**src/rtl/phys_reg_free_list.sv**
```systemverilog
// Physical register free list: circular buffer of free tags with show-ahead allocation,
// commit-side returns, a single head checkpoint for branch recovery and a sticky overflow flag.
module phys_reg_free_list #(
    parameter int TAG_W     = 6,
    parameter int NUM_AREGS = 32,
    parameter int DEPTH     = 32
) (
    input  logic             clk,
    input  logic             reset,
    input  logic             alloc_req,
    output logic             alloc_valid,
    output logic [TAG_W-1:0] alloc_tag,
    input  logic             free_valid,
    input  logic [TAG_W-1:0] free_tag,
    input  logic             ckpt_save,
    input  logic             ckpt_restore,
    output logic [TAG_W-1:0] count,
    output logic             overflow_err
);

    localparam int IDX_W = $clog2(DEPTH);
    localparam int PTR_W = IDX_W + 1;
    localparam logic [PTR_W-1:0] PTR_ONE  = PTR_W'(1'b1);
    localparam logic [PTR_W-1:0] PTR_FULL = PTR_W'(DEPTH);

    logic [TAG_W-1:0] mem_q [DEPTH];
    logic [PTR_W-1:0] head_q, head_d;
    logic [PTR_W-1:0] tail_q, tail_d;
    logic [PTR_W-1:0] snap_q, snap_d;
    logic             ovf_q, ovf_d;
    logic [PTR_W-1:0] count_s;
    logic [PTR_W-1:0] count_after_pop_s;
    logic             pop_s;
    logic             push_s;

    // Next-state: a restore discards any same-cycle pop; push sees the count after that pop.
    always_comb begin
        count_s           = tail_q - head_q;
        pop_s             = alloc_req && (count_s != {PTR_W{1'b0}}) && !ckpt_restore;
        count_after_pop_s = count_s - (pop_s ? PTR_ONE : {PTR_W{1'b0}});
        push_s            = free_valid && (count_after_pop_s != PTR_FULL);

        if (ckpt_restore) begin
            head_d = snap_q;
        end else if (pop_s) begin
            head_d = head_q + PTR_ONE;
        end else begin
            head_d = head_q;
        end

        if (push_s) begin
            tail_d = tail_q + PTR_ONE;
        end else begin
            tail_d = tail_q;
        end

        // Snapshot takes the post-update head so a same-cycle pop is included.
        if (ckpt_save && !ckpt_restore) begin
            snap_d = head_d;
        end else begin
            snap_d = snap_q;
        end

        ovf_d = ovf_q || (free_valid && !push_s);
    end

    // Pointer, snapshot and error state; pointers wrap naturally because DEPTH is a power of two.
    always_ff @(posedge clk or posedge reset) begin
        if (reset) begin
            head_q <= {PTR_W{1'b0}};
            tail_q <= PTR_FULL;
            snap_q <= {PTR_W{1'b0}};
            ovf_q  <= 1'b0;
        end else begin
            head_q <= head_d;
            tail_q <= tail_d;
            snap_q <= snap_d;
            ovf_q  <= ovf_d;
        end
    end

    // Tag storage, preloaded with every non-architectural tag.
    always_ff @(posedge clk or posedge reset) begin
        if (reset) begin
            for (int i = 0; i < DEPTH; i++) begin
                mem_q[i] <= TAG_W'(NUM_AREGS + i);
            end
        end else if (push_s) begin
            mem_q[tail_q[IDX_W-1:0]] <= free_tag;
        end else begin
            mem_q <= mem_q;
        end
    end

    assign alloc_valid  = (count_s != {PTR_W{1'b0}});
    assign alloc_tag    = mem_q[head_q[IDX_W-1:0]];
    assign count        = TAG_W'(count_s);
    assign overflow_err = ovf_q;

endmodule

```
**config.mk**
```make
export PLATFORM = sky130hd
export DESIGN_NAME = phys_reg_free_list
export DESIGN_NICKNAME = d
export VERILOG_FILES = /design/src/rtl/phys_reg_free_list.sv
export SDC_FILE = /design/constraint.sdc
export NUM_CORES = 1
export LEC_CHECK = 0
export ABC_AREA = 1
export CORE_MARGIN = 1
export CORE_UTILIZATION = 45
export DETAILED_ROUTE_END_ITERATION = 8
export RECOVER_POWER = 25
export SYNTH_ARGS = -nofsm -noshare
export SYNTH_HDL_FRONTEND = slang
export SYNTH_SLANG_ARGS = --single-unit
```
**constraint.sdc**
```tcl
create_clock -name clk -period 7.1 [get_ports clk]
set_input_delay 1.42 -clock clk [delete_from_list [all_inputs] [get_ports clk]]
set_output_delay 1.42 -clock clk [all_outputs]
set_load 0.1 [all_outputs]
```
==> impl_metrics.csv <==
group,metric,value,unit
worst_setup_path,r2r_cells,17,
timing,finClkSkew,17.0,ps
die,initial_core_util,46.0,%
min_path,worstHoldPathType,"reg -> reg",
clock_tree,cts_post_setup_buffers_inserted,0,
route,ant_nets,0,
die,rows,56,
min_path,holdPathStages,1,
worst_setup_path,cp.required,5680,ps
route,viasPerCell,5.39,
worst_setup_path,arrival,4400,ps
worst_setup_path,path_class,"reg -> out",
synthesis,ys_top_cells_by_area,"dfstp_2 27%, dfrtp_1 23%, o21ai_0 14%",
placed_design,io_buffers,25,
synthesis,ys_seq_elements,211,
die,core-area,23500,um2
synthesis,syn_inst,1261,
worst_setup_path,start_kind,"flip-flop",
run_status,outcome,"complete, but fails checks",
synthesis,synth_edf_count,0,
placed_design,place_area,10900,um2
grt,antenna_found_initial,0,
die,die_w,157,um
clock_tree,cts_made_buffers,24,
worst_setup_path,ff2ff_setup_slack,1880,ps
die,dieArea,24700,um2
timing,max_freq,172,MHz
clock_tree,clkTransAtPathRegs,60,ps
synthesis,yosysSeqAreaShare,50.0,%
power_and_ir_drop,intPower,3300,uW
grt,grt_max_degree,87,
finish,seq_area,5420,um2
route,drt-pass1-iter-count,5,
finish,area_growth,8.27,%
die,io-pin-count,26,
finish,diodes,0,
worst_setup_path,r2r_end,"mem_q[182]$_DFFE_PP0P_",
min_path,hp-start,"overflow_err$_DFF_PP0_",
finish,multi_input_area,4570,um2
synthesis,synth_top_cells_by_count,"305 x o21ai_0, 263 x nand2_1, 166 x nor2_1",
grt,grt_pass1_wl,44.9,mm
grt,track_usage,23.4,%
run_status,violations,"max-capacitance violations, max-slew violations",
route,wl_per_cell,17.6,um
route,drc,0,
grt,overflow,0,
clock_tree,cts_resized,0,
finish,fin_area,11700,um2
clock_tree,tritoncts,"built",
clock_tree,htreeDepth,1,
timing,period_minus_slack,5820,ps
route,drt_first_iter_violations,670,
power_and_ir_drop,power_frac_clock,21.6,%
timing,tightest_slew,3780,ps
finish,fillerInstances,2361,
worst_setup_path,r2r_start,"head_q[2]$_DFF_PP0_",
min_path,min_to,"overflow_err$_DFF_PP0_",
power_and_ir_drop,swShare,43.9,%
finish,nets,1250,
die,die_h,157,um
worst_setup_path,worst-path-max-fanout,22,
synthesis,yosysMostFrequentCell,"o21ai_0",
timing,slew_violations,87,
synthesis,synth.yosys.warnings,0,
timing,rsz0062_at_grt,"no",
worst_setup_path,end_kind,"output pin",
timing,setup_tns,0,ps
route,vias,8425,
synthesis,syn_nets,1285,
synthesis,synth.cell_area,10800,um2
power_and_ir_drop,vdd_drop_max,0.000545,V
timing,finalCritPeriodShare,82.0,%
route,wirelength,27.5,mm
timing,setup_violations,0,
clock_tree,cts_max_path_buffers,3,
synthesis,synth_area_leader_cell,"dfstp_2",
timing,relSlewSlack,-154,%
run,cap_violations,1,
synthesis,avgSynthCellArea,8.59,um2
clock_tree,insertion_delay,520,ps
timing,hold_viol,0,
power_and_ir_drop,power_switching,2580,uW
clock_tree,cts_root_buffer,"clkbuf_16",
placed_design,hpwl,16.8,mm
synthesis,ys_async_sr_fraction,100,%
synthesis,yosysTopAreaCellShare,27.4,%
grt,grt_pass1_vias,8062,
power_and_ir_drop,combPwrFrac,42.6,%
power_and_ir_drop,p_per_area,502,nW/um2
finish,drive_above_1_share,16.4,%
synthesis,synthDistinctLibCells,33,
clock_tree,cts_sinks,211,
power_and_ir_drop,power.leakage,0.00478,uW
clock_tree,hold_buffers,0,
synthesis,synth_flop_cell,"dfstp_2",
power_and_ir_drop,seq_power_share,35.9,%
placed_design,gp_congestion,0.791,
-- registers in the layout (all words and copies together), names as in the netlist --
| signal | cells |
|---|---|
| head_q | 6 |
| mem_q | 192 |
| overflow_err | 1 |
| snap_q | 6 |
| tail_q | 6 |
-- stage by stage --
| step | power, uW | hold slack [ps] | std cells | util, % | worst slack (ps) |
|---|---|---|---|---|---|
| 5_1_grt | 6280 | 493 | 1563 | 49.8 | 1040 |
| 2_1_floorplan | 4010 | 448 | 1261 | - | 101 |
| 3_3_place_gp | 4590 | 460 | 1519 | 46.4 | 1870 |
| 4_1_cts | 5910 | 477 | 1563 | 49.9 | 1270 |
| 3_5_place_dp | 4630 | 461 | 1519 | 46.4 | 1800 |
| 6_report | 5890 | 469 | 1563 | 49.8 | 1280 |
-- cells by family (layout without fill, tap and decap cells) --
| family | after synthesis | in the layout | synth area share (%) |
|---|---|---|---|
| and+or+nand+nor | 516 | 516 | 22.5 |
| AOI/OAI and AO/OA | 369 | 369 | 17.9 |
| DFF | 211 | 211 | 50.0 |
| buffers and inverters | 150 | 133 | 7.82 |
| adders and majority gates | 12 | 12 | 1.45 |
| xor gates and xnor gates | 3 | 3 | 0.243 |
-- worst max path at each step --
stage | start | end | slack (ps) | depth (start not counted)
after global routing | head_q[2]$_DFF_PP0_ | alloc_valid | 1040 | 9
after detailed placement | head_q[2]$_DFF_PP0_ | alloc_valid | 1800 | 9
final | head_q[2]$_DFF_PP0_ | alloc_valid | 1280 | 9
after floorplan | reset | head_q[0]$_DFF_PP0_ | 100 | 1
after CTS | head_q[2]$_DFF_PP0_ | alloc_valid | 1270 | 9
after global placement | head_q[2]$_DFF_PP0_ | alloc_valid | 1870 | 8
-- layout make-up --
cell class / instances / area share (%)
clock buffers: 30 / 5.57
clock inverters: 14 / 1.35
inverters: 52 / 1.67
multi-input cells: 900 / 38.9
flip-flops and latches: 211 / 46.2
well taps: 319 / 3.40
repair buffers: 37 / 2.84
-- routing by layer --
layer  GRT usage [%]  wire length [um]
met1            34.6             13500
met3            2.75              1240
met4            4.90               440
met2            36.6             12400
met5               0                 0
-- critical path, cell delays in order, from the launching register on --
cell and delay, ps:
dfrtp_1 860, clkinv_1 500, ha_1 540, nand3_1 120, nand2_1 80, nand2_1 50, nand2_1 100, nor2_1 60
nand2_1 330, clkdlybuf4s50_1 1220
-- placed cells by master, fill, tap and decap left out, drive strengths merged, types with 2 or more instances in the layout --
cell and instances:
o221ai 2, bufinv 3, o22ai 24, buf 12
nand2 265, clkdlybuf4s50 23, nand3 68, nand4 13
ha 11, clkinvlp 2, nor3 2, clkbuf 31
o211ai 22, nor2 166, clkinv 14, a21oi 10
o21ai 309, inv 47, dfrtp 98, xor2 3
dfstp 113
-- power by group through the flow --
stage / clock, uW / sequential [uW] / combinational (uW)
after detailed placement: 0 / 2120 / 2510
final: 1270 / 2110 / 2510
after floorplan: 0 / 2040 / 1970
after global routing: 1340 / 2170 / 2770
after CTS: 1290 / 2110 / 2520
after global placement: 0 / 2110 / 2480
No activity file was read; power rests on OpenSTA's default activity.
